$ cat config.mk
export PLATFORM = sky130hd
export DESIGN_NAME = microwave_timer_fsm
export DESIGN_NICKNAME = d
export VERILOG_FILES = /design/src/rtl/microwave_timer_fsm.sv
export SDC_FILE = /design/constraint.sdc
export NUM_CORES = 1
export LEC_CHECK = 0
export CAP_MARGIN = 40
export CORE_UTILIZATION = 40
export DETAILED_ROUTE_END_ITERATION = 10
export SLEW_MARGIN = 20
export SYNTH_ARGS = -nofsm -noshare
export SYNTH_HDL_FRONTEND = slang
export SYNTH_SLANG_ARGS = --single-unit
$ cat constraint.sdc
create_clock -name clk -period 5.7 [get_ports clk]
set_input_delay 0.57 -clock clk [delete_from_list [all_inputs] [get_ports clk]]
set_output_delay 0.57 -clock clk [all_outputs]
set_load 0.1 [all_outputs]
$ cat src/rtl/microwave_timer_fsm.sv
// Microwave cook-timer controller: button edge detect, 1 Hz countdown, one-hot state output.
// Optional MW_AUTO_CLEAR_EN: leave DONE automatically after AUTO_CLEAR_SEC seconds.
module microwave_timer_fsm #(
  parameter int unsigned CLK_HZ         = 100_000_000,
  parameter int unsigned STEP_SEC       = 10,
  parameter int unsigned MAX_SEC        = 999,
  parameter int unsigned AUTO_CLEAR_SEC = 5
) (
  input  logic                  clk,
  input  logic                  reset,
  input  logic                  BTNC,
  input  logic                  BTNU,
  input  logic                  BTND,
  input  logic                  finish,
  output logic [$clog2(1000):0] o_sec,
  output logic                  o_run,
  output logic [3:0]            o_state
);

  localparam int SEC_W = $clog2(1000) + 1;
  localparam int PRE_W = (CLK_HZ > 1) ? $clog2(CLK_HZ) : 1;

  localparam logic [PRE_W-1:0] PRE_LAST = PRE_W'(CLK_HZ - 1);
  localparam logic [SEC_W-1:0] STEP     = SEC_W'(STEP_SEC);
  localparam logic [SEC_W-1:0] SEC_MAX  = SEC_W'(MAX_SEC);

  typedef enum logic [3:0] {
    ST_IDLE  = 4'b0001,
    ST_RUN   = 4'b0010,
    ST_PAUSE = 4'b0100,
    ST_DONE  = 4'b1000
  } state_e;

  state_e           state_q, state_d;
  logic [SEC_W-1:0] sec_q, sec_d, sec_run;
  logic             run_q, run_d;
  logic [PRE_W-1:0] presc_q, presc_d;
  logic [2:0]       btn_hist_q;   // {C, U, D}
  logic             press_c, press_u, press_d;
  logic             cancel, tick;

`ifdef MW_AUTO_CLEAR_EN
  localparam int AUTO_W = (AUTO_CLEAR_SEC > 1) ? $clog2(AUTO_CLEAR_SEC) : 1;
  localparam logic [AUTO_W-1:0] AUTO_LAST = AUTO_W'(AUTO_CLEAR_SEC - 1);
  logic [AUTO_W-1:0] auto_q, auto_d;
`else
  logic unused_auto_clear;
  assign unused_auto_clear = |AUTO_CLEAR_SEC;
`endif

  function automatic logic [SEC_W-1:0] sat_add(input logic [SEC_W-1:0] v);
    logic [SEC_W:0] sum;
    sum = {1'b0, v} + {1'b0, STEP};
    return (sum >= {1'b0, SEC_MAX}) ? SEC_MAX : sum[SEC_W-1:0];
  endfunction

  function automatic logic [SEC_W-1:0] sat_sub(input logic [SEC_W-1:0] v);
    return (v > STEP) ? (v - STEP) : '0;
  endfunction

  assign press_c = BTNC & ~btn_hist_q[2];
  assign press_u = BTNU & ~btn_hist_q[1];
  assign press_d = BTND & ~btn_hist_q[0];
  assign cancel  = press_c & press_d;
  assign tick    = (presc_q == PRE_LAST);

  // NOTE: every output of this block gets a default first, so no path leaves one unassigned and no latch is inferred.
  always_comb begin
    state_d = state_q;
    sec_d   = sec_q;
    presc_d = presc_q;
    sec_run = sec_q;
`ifdef MW_AUTO_CLEAR_EN
    auto_d  = '0;
`endif
    if (cancel && state_q != ST_DONE) begin
      state_d = ST_IDLE;
      sec_d   = '0;
      presc_d = '0;
    end else begin
      unique case (state_q)
        ST_IDLE: begin
          presc_d = '0;
          if (press_c) begin
            if (sec_q != '0) state_d = ST_RUN;
          end else if (press_u) begin
            sec_d = sat_add(sec_q);
          end else if (press_d) begin
            sec_d = sat_sub(sec_q);
          end
        end

        ST_RUN: begin
          presc_d = tick ? '0 : presc_q + PRE_W'(1);
          if (tick) sec_run = sec_q - SEC_W'(1);
          // Reaching zero outranks any button press landing in the same cycle.
          if (tick && sec_q <= SEC_W'(1)) begin
            state_d = ST_DONE;
            sec_d   = '0;
            presc_d = '0;
          end else if (press_c) begin
            state_d = ST_PAUSE;
            sec_d   = sec_run;
          end else if (press_u) begin
            sec_d = sat_add(sec_run);
          end else begin
            sec_d = sec_run;
          end
        end

        ST_PAUSE: begin
          if (press_c) begin
            if (sec_q != '0) state_d = ST_RUN;
          end else if (press_u) begin
            sec_d = sat_add(sec_q);
          end else if (press_d) begin
            sec_d = sat_sub(sec_q);
            if (sat_sub(sec_q) == '0) begin
              state_d = ST_IDLE;
              presc_d = '0;
            end
          end
        end

        ST_DONE: begin
          sec_d   = '0;
          presc_d = '0;
          if (finish) begin
            state_d = ST_IDLE;
          end
`ifdef MW_AUTO_CLEAR_EN
          else begin
            presc_d = tick ? '0 : presc_q + PRE_W'(1);
            auto_d  = auto_q;
            if (tick) begin
              if (auto_q == AUTO_LAST) state_d = ST_IDLE;
              else                     auto_d  = auto_q + AUTO_W'(1);
            end
          end
`endif
        end

        default: begin
          state_d = ST_IDLE;
          sec_d   = '0;
          presc_d = '0;
        end
      endcase
    end
  end

  assign run_d = (state_d == ST_RUN);

  // NOTE: state registers use non-blocking assignments so every flop samples pre-edge values.
  always_ff @(posedge clk or posedge reset) begin
    if (reset) begin
      state_q    <= ST_IDLE;
      sec_q      <= '0;
      run_q      <= 1'b0;
      presc_q    <= '0;
      // NOTE: history resets high so a button already held at reset release is not seen as a press.
      btn_hist_q <= 3'b111;
    end else begin
      state_q    <= state_d;
      sec_q      <= sec_d;
      run_q      <= run_d;
      presc_q    <= presc_d;
      btn_hist_q <= {BTNC, BTNU, BTND};
    end
  end

`ifdef MW_AUTO_CLEAR_EN
  always_ff @(posedge clk or posedge reset) begin
    if (reset) auto_q <= '0;
    else       auto_q <= auto_d;
  end
`endif

  assign o_state = state_q;
  assign o_sec   = sec_q;
  assign o_run   = run_q;

endmodule

==> reports/qor_table.md, run 1 <==
| Quantity | Value | Unit |
| --- | --- | --- |
| Layout net count | 561 | - |
| Share of synthesized registers carrying an async set or reset | 100.0 | % |
| Hold path startpoint | presc_q[0]$_DFFE_PP0P_ | - |
| Number of antenna violations at the first check in global routing | 0 | - |
| Source-to-sink clock delay at the later pin of the worst-skew pair | 0.32 | ns |
| Finish-stage setup viols | 0 | - |
| First-pass iteration count of the detailed router | 5 | - |
| Synthesis-to-layout area growth | 15.12 | % |
| Maximum number of pins on one net before global-route repair | 31 | - |
| Number of distinct standard cells referenced by the synthesized netlist | 80 | - |
| Dominant register cell in the synthesized netlist | sky130_fd_sc_hd__dfrtp_1 | - |
| Power density cells | 486.5 | nW/um^2 |
| CTS tree | built | - |
| Share of synthesized area occupied by flip-flops and latches | 27.50 | % |
| FF-to-FF setup slack | 1.37 | ns |
| Overall die area | 10,920 | sq um |
| Number of global-route vias before repair | 3,795 | - |
| Post-synth EDFFs | 0 | - |
| Vias/cell | 5.946 | - |
| Actual slew at the worst max-slew pin | 0.7980 | ns |
| Vias after detailed routing | 4,073 | - |
| Pleak | 1.825 | nW |
| Post-route fraction of the period consumed by the critical path | 75.99 | % |
| Post-synthesis instance area | 4204 | sq um |
| Register-to-Register Path Depth | 10 | - |
| Drt drc | 0 | - |
| Average instance area after synthesis | 7.932 | sq um |
| Max-slew headroom | 46.05 | % |
| Classification of the worst-slack hold path | reg2reg | - |
| Max-slew violation count | 0 | - |
| Final period demand of the worst path | 4.331 | ns |
| Clock root cell | sky130_fd_sc_hd__clkbuf_8 | - |
| Die extent in y | 104.5 | um |
| Starting density of the core | 40.91 | % |
| Antenna viol nets, final | 0 | - |
| Post-CTS Setup Inserts | 0 | - |
| Post-Synthesis Net Count | 543 | - |
| Setup repair after global routing missed its margin | no | - |
| Die W | 104.5 | um |
| Setup crit end kind | flip-flop | - |
| Most used cells in the layout excluding fill and tap cells | sky130_fd_sc_hd__nor2_1 (63), sky130_fd_sc_hd__nand2_1 (57), sky130_fd_sc_hd__o21ai_0 (50) | - |
| Non-Filler Instances | 685 | - |
| Number of design-rule violations left by the first detailed-router iteration | 231 | - |
| # fillers | 1,029 | - |
| Ratio of cells with drive above 1 in the final layout | 11.29 | % |
| Final Wtd Congestion | 0.8808 | - |
| Number of diodes | 0 | - |
| Most common library cell in the layout ignoring fill and taps | sky130_fd_sc_hd__nor2_1 | - |
| Maximum buffer depth of the clock tree | 2 | - |
| Remaining global-route overflow | 0 | - |
| Core region area | 10,280 | sq um |
| Wire length of the first global-routing pass | 19,810 | um |
| Post-detailed-placement cell area | 4727 | sq um |
| Max_cap viols | 0 | - |
| Run status | finished, final reports clean | - |
| FMAX | 230.9 | MHz |
| Number of buffers inserted by port buffering | 21 | - |
| Setup tns final | 0 | ns |
| Max H-tree Level | 2 | - |
| Count of cells resized by post-cts repair | 0 | - |
| Register bit count reported by yosys | 46 | - |
| Worst vdd ir | 0.2491 | mV |
| Endpoint of the worst-slack reg-to-reg timing path | o_sec[4]$_DFFE_PP0P_ | - |
| Top-level port count | 22 | - |
| Clock transition at the registers of the reported paths | 0.10 | ns |
| Worst R2R Start | o_sec[1]$_DFFE_PP0P_ | - |
| Worst Hold Depth | 1 | - |
| Final hold violation count | 0 | - |
| # placed instances | 677 | - |
| Fin area | 4840 | sq um |
| Total Routed Length | 11,710 | um |
| Routed length per instance | 17.10 | um |
| Number of buffers inserted during clock tree synthesis | 5 | - |
| Smallest hold slack | 0.5248 | ns |
| Critical setup path kind | reg2reg | - |
| Highest net fanout along the worst path | 13 | - |
| Yosys warnings | 0 | - |
| Worst hold endpoint | presc_q[0]$_DFFE_PP0P_ | - |
| Cell count after synthesis | 530 | - |
| Max Clock Skew | 0.01710 | ns |
| Critical path arrival | 4.54 | ns |
| Clock sink count | 46 | - |
| Hold buffer count at cts | 0 | - |
| Placed wire-length estimate after detailed placement | 8705 | um |
| Count of standard-cell rows | 37 | - |
| Sort of element at the start of the critical path | flip-flop | - |
| Aggregate global-route resource usage | 22.35 | % |
| Worst path required time | 5.90 | ns |
## flip-flops by register name (all words and copies together), names as in the netlist
register and flops:
o_state 4, presc_q 27, btn_hist_q 3, o_run 1, o_sec 11
## where the power goes
group	internal, mW	switching, mW
sequential	0.375	0.161
combinational	0.576	0.977
clock	0.132	0.134
## synthesized netlist by cell type, types with 4 or more instances
master / instances / area (sq um)
sky130_fd_sc_hd__nor2_1: 63 / 236.5
sky130_fd_sc_hd__nand2_1: 57 / 214.0
sky130_fd_sc_hd__o21ai_0: 50 / 250.2
sky130_fd_sc_hd__dfrtp_1: 42 / 1051
sky130_fd_sc_hd__xnor2_1: 32 / 280.3
sky130_fd_sc_hd__nor3_1: 20 / 100.1
sky130_fd_sc_hd__clkbuf_1: 19 / 71.32
sky130_fd_sc_hd__nand3_1: 18 / 90.09
sky130_fd_sc_hd__a21oi_1: 17 / 85.08
sky130_fd_sc_hd__nor4_1: 14 / 87.58
sky130_fd_sc_hd__nand4_1: 13 / 81.33
sky130_fd_sc_hd__xor2_1: 13 / 113.9
sky130_fd_sc_hd__and3_1: 11 / 68.82
sky130_fd_sc_hd__inv_1: 10 / 37.54
sky130_fd_sc_hd__nor4b_1: 10 / 87.58
sky130_fd_sc_hd__o31ai_1: 9 / 67.56
sky130_fd_sc_hd__ha_1: 7 / 87.58
sky130_fd_sc_hd__a31oi_1: 5 / 31.28
sky130_fd_sc_hd__and2_1: 5 / 31.28
sky130_fd_sc_hd__nor2b_1: 5 / 31.28
sky130_fd_sc_hd__nor3b_1: 5 / 37.54
sky130_fd_sc_hd__a21o_1: 4 / 30.03
sky130_fd_sc_hd__buf_2: 4 / 20.02
sky130_fd_sc_hd__buf_6: 4 / 45.04
sky130_fd_sc_hd__dfstp_2: 4 / 105.1
sky130_fd_sc_hd__nand2b_1: 4 / 25.02
sky130_fd_sc_hd__o211ai_1: 4 / 30.03
sky130_fd_sc_hd__o21ai_1: 4 / 20.02
## critical path: stages, from the launching register on
cell and delay (ns):
sky130_fd_sc_hd__dfrtp_1 0.52, sky130_fd_sc_hd__inv_1 0.20, sky130_fd_sc_hd__ha_1 0.27, sky130_fd_sc_hd__nor3b_1 0.69
sky130_fd_sc_hd__nand2_1 0.32, sky130_fd_sc_hd__nor4_1 0.59, sky130_fd_sc_hd__xnor2_1 0.31, sky130_fd_sc_hd__nand3b_4 0.22
sky130_fd_sc_hd__mux2i_2 0.58, sky130_fd_sc_hd__nor2_1 0.18, sky130_fd_sc_hd__a221o_1 0.33
## area by class of cell
type | instances | area [sq um] | area share [%]
inverter | 10 | 37.54 | 0.7756
clock inverter | 3 | 43.79 | 0.9049
timing repair buffer | 41 | 521.8 | 10.78
clock buffer | 5 | 68.82 | 1.422
sequential | 46 | 1156 | 23.89
tap | 136 | 170.2 | 3.516
multi-input combinational | 444 | 2841 | 58.71
## layer usage
metal | global-route usage [%] | share of wire (%) | up-vias
li1 | - | - | 1976
met1 | 29.34 | 45 | 1980
met2 | 37.23 | 48 | 94
met3 | 3.321 | 3.9 | 23
met4 | 7.857 | 2.4 | 0
met5 | 0 | 0 | -
## metrics by stage
step / util, % / power, mW / setup WS, ns
detailed placement: 45.99 / 2.069 / 1.446
global placement: 43.11 / 1.912 / 1.471
global route: 47.09 / 2.502 / 0.9983
CTS: 47.09 / 2.342 / 1.440
floorplan: - / 1.630 / 1.847
finish: 47.09 / 2.355 / 1.369
## how the worst max path moves through the flow
stage | startpoint | endpoint | slack (ns) | depth (start not counted)
final | o_sec[1]$_DFFE_PP0P_ | o_sec[4]$_DFFE_PP0P_ | 1.37 | 10
after global routing | o_sec[1]$_DFFE_PP0P_ | o_sec[5]$_DFFE_PP0P_ | 1.0 | 11
after CTS | o_sec[1]$_DFFE_PP0P_ | o_sec[5]$_DFFE_PP0P_ | 1.44 | 11
after detailed placement | o_sec[1]$_DFFE_PP0P_ | o_sec[5]$_DFFE_PP0P_ | 1.45 | 11
after global placement | o_sec[1]$_DFFE_PP0P_ | o_sec[5]$_DFFE_PP0P_ | 1.47 | 11
after floorplan | o_sec[1]$_DFFE_PP0P_ | presc_q[10]$_DFFE_PP0P_ | 1.85 | 14
## kinds of logic (layout without fill, tap and decap cells)
family          Yosys count  count (layout)  share of synthesized area [%]
simple gates            261             261                          35.00
compound gates          126             126                          19.73
flops                    46              46                          27.50
xor+xnor                 45              45                          9.375
buf+inv                  40              59                          5.000
fa+ha+maj                 7               7                          2.083
mux                       5               5                          1.309
No activity file was read; power rests on OpenSTA's default activity.
==> run 2: changes to the inputs <==
==> constraint.sdc (replaced) <==
create_clock -name clk -period 3.7 [get_ports clk]
set_input_delay 0.37 -clock clk [delete_from_list [all_inputs] [get_ports clk]]
set_output_delay 0.37 -clock clk [all_outputs]
set_load 0.1 [all_outputs]
==> run 2 against run 1 <==
Effect of this change: global-route usage is 0.92 points higher; register-to-register slack worse by 1.1 ns; total power is 61% higher; die area stayed put; critical path type unchanged; utilization is 1.7 points higher; largest power group unchanged; first-iteration DRC count is 28% higher; cell count is 3.8% higher; critical path depth is 1 higher; clock skew is 0.0044 ns higher; sequential share of layout area is 0.78 points lower; final area is 3.6% higher.
==> reports/qor_table.md, run 2 (synthesis results as in run 1) <==
| Quantity | Value | Unit |
| --- | --- | --- |
| Drt drc | 0 | - |
| Hold buffer count at cts | 0 | - |
| Highest net fanout along the worst path | 30 | - |
| Critical path arrival | 3.63 | ns |
| Clock root cell | sky130_fd_sc_hd__clkbuf_8 | - |
| Actual slew at the worst max-slew pin | 0.7807 | ns |
| Layout net count | 587 | - |
| Most flops, register | presc_q | - |
| Synthesis-to-layout area growth | 19.29 | % |
| Number of antenna violations at the first check in global routing | 0 | - |
| Max-slew headroom | 47.55 | % |
| Antenna viol nets, final | 0 | - |
| Number of design-rule violations left by the first detailed-router iteration | 295 | - |
| Setup crit end kind | flip-flop | - |
| Total Routed Length | 12,110 | um |
| Final hold violation count | 0 | - |
| Vias after detailed routing | 4,250 | - |
| Ratio of cells with drive above 1 in the final layout | 15.83 | % |
| Aggregate global-route resource usage | 23.27 | % |
| Slowest CP cell | sky130_fd_sc_hd__nor4_1 | - |
| Clock sink count | 46 | - |
| Overall die area | 10,920 | sq um |
| Critical setup path kind | reg2reg | - |
| Delay of the slowest cell on the worst path | 0.74 | ns |
| Die extent in y | 104.5 | um |
| Finish-stage setup viols | 0 | - |
| Final period demand of the worst path | 3.430 | ns |
| Pleak | 1.954 | nW |
| Setup repair after global routing missed its margin | no | - |
| Number of buffers inserted by port buffering | 21 | - |
| Routed length per instance | 17.04 | um |
| Max-slew violation count | 0 | - |
| Most common library cell in the layout ignoring fill and taps | sky130_fd_sc_hd__nor2_1 | - |
| FF-to-FF setup slack | 0.27 | ns |
| Max_cap viols | 0 | - |
| Vias/cell | 5.977 | - |
| # fillers | 1,021 | - |
| Placed wire-length estimate after detailed placement | 9018 | um |
| Cell chain of the critical path | nor4_1 > and2_1 > o31ai_1 > a211o_1 > a31oi_1 > o21ai_1 > a21oi_2 > buf_4 > and4b_1 > xnor2_1 > nor2_1 | - |
| Clock transition at the registers of the reported paths | 0.11 | ns |
| # placed instances | 703 | - |
| Number of buffers inserted during clock tree synthesis | 5 | - |
| Worst path required time | 3.90 | ns |
| Max H-tree Level | 2 | - |
| CTS tree | built | - |
| Non-Filler Instances | 711 | - |
| Worst vdd ir | 0.3715 | mV |
| Starting density of the core | 40.91 | % |
| Post-route fraction of the period consumed by the critical path | 92.72 | % |
| Wire length of the first global-routing pass | 20,690 | um |
| First-pass iteration count of the detailed router | 5 | - |
| Die W | 104.5 | um |
| Number of global-route vias before repair | 4,121 | - |
| Run status | finished, final reports clean | - |
| Source-to-sink clock delay at the later pin of the worst-skew pair | 0.32 | ns |
| Final Wtd Congestion | 0.9056 | - |
| Setup tns final | 0 | ns |
| Most used cells in the layout excluding fill and tap cells | sky130_fd_sc_hd__nor2_1 (63), sky130_fd_sc_hd__nand2_1 (57), sky130_fd_sc_hd__o21ai_0 (50) | - |
| Number of flip-flops under the largest register name | 27 | - |
| Maximum number of pins on one net before global-route repair | 33 | - |
| Core region area | 10,280 | sq um |
| FMAX | 291.5 | MHz |
| Maximum buffer depth of the clock tree | 2 | - |
| Max Clock Skew | 0.02147 | ns |
| Number of diodes | 0 | - |
| Count of standard-cell rows | 37 | - |
| Remaining global-route overflow | 0 | - |
| Sort of element at the start of the critical path | flip-flop | - |
| Power density cells | 753.9 | nW/um^2 |
| Top-level port count | 22 | - |
| Classification of the worst-slack hold path | in2async | - |
==> run 2: changes by cell type in the layout (fill, tap and decap cells not counted) <==
| cell | change |
|---|---|
| sky130_fd_sc_hd__nor3_2 | -1 |
| sky130_fd_sc_hd__buf_8 | +2 |
| sky130_fd_sc_hd__buf_6 | -1 |
| sky130_fd_sc_hd__ha_1 | -1 |
| sky130_fd_sc_hd__buf_4 | +26 |
| sky130_fd_sc_hd__dfrtp_2 | +2 |
| sky130_fd_sc_hd__nor3_4 | +1 |
| sky130_fd_sc_hd__ha_2 | +1 |
| sky130_fd_sc_hd__buf_2 | +1 |
| sky130_fd_sc_hd__buf_16 | -2 |
| sky130_fd_sc_hd__dfrtp_1 | -2 |
==> run 2: final timing paths <==
path,endpoint,start,depth (start not counted)
min reg2reg,presc_q[7]$_DFFE_PP0P_,presc_q[7]$_DFFE_PP0P_,1
max in group asynchronous,presc_q[24]$_DFFE_PP0P_,reset,3
max reg2reg,presc_q[17]$_DFFE_PP0P_,o_sec[9]$_DFFE_PP0P_,11
max,presc_q[17]$_DFFE_PP0P_,o_sec[9]$_DFFE_PP0P_,11
min,o_sec[5]$_DFFE_PP0P_,reset,2
min in group clk,btn_hist_q[0]$_DFF_PP1_,BTND,1
==> run 2: per-layer routing <==
metal  vias to the layer above  global-route usage [%]  wire length, um
li1                       2041                       -                -
met4                         0                   8.878              319
met5                         -                       0                0
met2                       171                   38.65             5723
met1                      2008                   30.85             5379
met3                        30                   2.694              692
==> run 2: critical path, delay by kind of cell, from the launching register on <==
kind | cells | cell delay, ns
and+or+nand+nor | 4 | 1.41
AOI/OAI and AO/OA | 5 | 0.95
DFF | 1 | 0.52
buffers and inverters | 1 | 0.30
xor gates and xnor gates | 1 | 0.13
==> run 2: through the flow <==
step | total power [mW] | hold slack [ns] | instance area (sq um) | setup slack [ns] | util [%]
after floorplan | 2.513 | 0.3745 | 4207 | 0.1006 | -
after global placement | 3.121 | 0.5032 | 4628 | 0.3433 | 45.03
after detailed placement | 3.339 | 0.5182 | 4893 | 0.2511 | 47.61
after CTS | 3.755 | 0.3427 | 5006 | 0.2073 | 48.71
after global routing | 4.000 | 0.3880 | 5015 | 0.002162 | 48.79
final | 3.781 | 0.3373 | 5015 | 0.2695 | 48.79
==> run 2: final cells by class <==
class                           instances  area (sq um)  area share [%]
Inverter                               10         37.54          0.7485
Sequential cell                        46          1159           23.10
Multi-Input combinational cell        444          2850           56.84
Tap cell                              136         170.2           3.393
Clock inverter                          3         43.79          0.8733
Timing Repair Buffer                   67         685.7           13.67
Clock buffer                            5         68.82           1.372
==> run 2: timing repair <==
item | CTS | global route
setup endpoints to repair | 0 | 8
buffers inserted | 0 | 0
gates resized for setup | 0 | 2
==> run 2: power by group <==
group | switching (mW) | leakage, nW | internal, mW | total [mW]
clock network | 0.195 | 0.0585 | 0.203 | 0.398
logic | 1.69 | 1.28 | 0.995 | 2.69
registers | 0.116 | 0.614 | 0.582 | 0.698
total | 2.00 | 1.95 | 1.78 | 3.78
==> run 3: changes to the inputs <==
--- a/config.mk
+++ b/config.mk
@@ -8,6 +8,7 @@
 export CAP_MARGIN = 40
 export CORE_UTILIZATION = 40
 export DETAILED_ROUTE_END_ITERATION = 10
+export GPL_ROUTABILITY_DRIVEN = 0
 export SLEW_MARGIN = 20
 export SYNTH_ARGS = -nofsm -noshare
 export SYNTH_HDL_FRONTEND = slang
==> run 3 against run 2 <==
Effect of this change: sequential power about the same; cell count decreased by 0.56%; non-clock buffer count decreased by 4; combinational power about the same; via count decreased by 0.96%; clock-buffer cell count unchanged; critical endpoint is now presc_q[21]$_DFFE_PP0P_; wire length increased by 0.73%.
==> reports/qor_table.md, run 3 (synthesis results as in run 1) <==
| Quantity | Value | Unit |
| --- | --- | --- |
| Most used cells in the layout excluding fill and tap cells | sky130_fd_sc_hd__nor2_1 (63), sky130_fd_sc_hd__nand2_1 (57), sky130_fd_sc_hd__o21ai_0 (50) | - |
| Family of cells with the greatest summed delay on the critical path | simple AND/OR/NAND/NOR gates | - |
| Fin area | 5009 | sq um |
| Routed length per instance | 17.26 | um |
| Clock transition at the registers of the reported paths | 0.11 | ns |
| Max-slew headroom | 42.77 | % |
| Critical path arrival | 3.62 | ns |
| Wire length of the first global-routing pass | 20,860 | um |
| Critical setup path kind | reg2reg | - |
| Layout net count | 583 | - |
| Sort of element at the start of the critical path | flip-flop | - |
| Setup repair after global routing missed its margin | no | - |
| Number of buffers inserted by port buffering | 21 | - |
| Aggregate global-route resource usage | 23.61 | % |
| Smallest hold slack | 0.4368 | ns |
| Starting density of the core | 40.91 | % |
| Source-to-sink clock delay at the later pin of the worst-skew pair | 0.33 | ns |
| Max_cap viols | 0 | - |
| Vias/cell | 5.953 | - |
| Worst R2R Start | o_sec[2]$_DFFE_PP0P_ | - |
| Setup tns final | 0 | ns |
| Total Routed Length | 12,200 | um |
| CTS tree | built | - |
| Overall die area | 10,920 | sq um |
| Die W | 104.5 | um |
| FMAX | 292.9 | MHz |
| Remaining global-route overflow | 0 | - |
| Max-slew violation count | 0 | - |
| Number of antenna violations at the first check in global routing | 0 | - |
| Die extent in y | 104.5 | um |
| Number of diodes | 0 | - |
| Launching instance or port of the critical path | o_sec[2]$_DFFE_PP0P_ | - |
| Number of buffers inserted during clock tree synthesis | 5 | - |
| Number of flip-flops under the largest register name | 27 | - |
| Count of standard-cell rows | 37 | - |
| Vias after detailed routing | 4,209 | - |
| Core region area | 10,280 | sq um |
| Maximum number of pins on one net before global-route repair | 31 | - |
| Clock root cell | sky130_fd_sc_hd__clkbuf_8 | - |
| Placed wire-length estimate after detailed placement | 9115 | um |
| Slowest CP cell | sky130_fd_sc_hd__nor4b_1 | - |
| Run status | finished, final reports clean | - |
| Clock sink count | 46 | - |
| First-pass iteration count of the detailed router | 5 | - |
| Final hold violation count | 0 | - |
| Synthesis-to-layout area growth | 19.14 | % |
| Most common library cell in the layout ignoring fill and taps | sky130_fd_sc_hd__nor2_1 | - |
| Worst path required time | 3.91 | ns |
| Worst vdd ir | 0.4397 | mV |
| Number of global-route vias before repair | 4,168 | - |
| Post-route fraction of the period consumed by the critical path | 92.27 | % |
| Actual slew at the worst max-slew pin | 0.8518 | ns |
| Post-CTS Setup Inserts | 0 | - |
| Drt drc | 0 | - |
| Cell chain of the critical path | inv_1 > ha_1 > nand2b_1 > and2_1 > xor2_1 > nor4b_1 > a31oi_1 > o21ai_1 > a21oi_2 > buf_4 > nor4b_1 > xnor2_1 > nor2_1 | - |
| Max H-tree Level | 2 | - |
| Hold buffer count at cts | 0 | - |
| Finish-stage setup viols | 0 | - |
| Power density cells | 752.6 | nW/um^2 |
| Ratio of cells with drive above 1 in the final layout | 15.24 | % |
| Antenna viol nets, final | 0 | - |
| Post-detailed-placement cell area | 4871 | sq um |
| Maximum buffer depth of the clock tree | 2 | - |
| Cell mode on critical path | sky130_fd_sc_hd__nor4b_1 | - |
| # fillers | 1,023 | - |
| Highest net fanout along the worst path | 30 | - |
| Number of design-rule violations left by the first detailed-router iteration | 249 | - |
| Top-level port count | 22 | - |
| Classification of the worst-slack hold path | in2async | - |
| Pleak | 1.936 | nW |
| Setup crit end kind | flip-flop | - |
| Final period demand of the worst path | 3.414 | ns |
| Buf/Inv on CP | 2 | - |
| Most flops, register | presc_q | - |
| Delay of the slowest cell on the worst path | 0.44 | ns |
| Max Clock Skew | 0.01440 | ns |
run 3: power by group:
part	total, mW	internal, mW	switching, mW	leakage [nW]
logic	2.66	0.978	1.68	1.27
registers	0.698	0.582	0.116	0.614
clock network	0.409	0.206	0.203	0.0563
run 3: metrics by stage:
step	std cells	worst slack, ns	util [%]	total power [mW]
3_3_place_gp	681	0.3312	44.74	3.094
3_5_place_dp	699	0.2404	47.39	3.321
4_1_cts	707	0.2542	48.54	3.743
5_1_grt	707	0.02547	48.73	4.011
2_1_floorplan	530	0.1006	-	2.513
6_report	707	0.2861	48.73	3.770
run 3: worst paths after layout:
check / to / slack [ns] / depth (start not counted)
worst max register to register: presc_q[21]$_DFFE_PP0P_ / 0.29 / 13
max in group asynchronous: presc_q[23]$_DFFE_PP0P_ / 2.73 / 3
worst min register to register: presc_q[7]$_DFFE_PP0P_ / 0.53 / 1
worst min-delay path: presc_q[5]$_DFFE_PP0P_ / 0.44 / 2
min in group clk: btn_hist_q[0]$_DFF_PP1_ / 0.47 / 1
worst max-delay path: presc_q[21]$_DFFE_PP0P_ / 0.29 / 13
run 3: cell type report:
cell class	instances	area (sq um)	area share [%]
clock buffer	5	68.82	1.374
clock inverter	3	48.80	0.9743
sequential	46	1159	23.13
timing repair buffer	63	663.1	13.24
tap	136	170.2	3.397
inverter	10	37.54	0.7494
multi-input combinational	444	2861	57.13
run 3: what timing repair did:
| action | CTS | global route |
|---|---|---|
| endpoints found under the setup margin | 0 | 8 |
| resized for setup | 0 | 3 |
| endpoints found under the hold margin | 0 | 0 |
run 3: metal layers:
metal  track usage (%)  vias to the layer above  wire, um
li1                  -                     2023         -
met1             30.38                     2012      5389
met2             39.12                      138      5816
met3             3.634                       36       613
met4             10.10                        0       382
met5                 0                        -         0
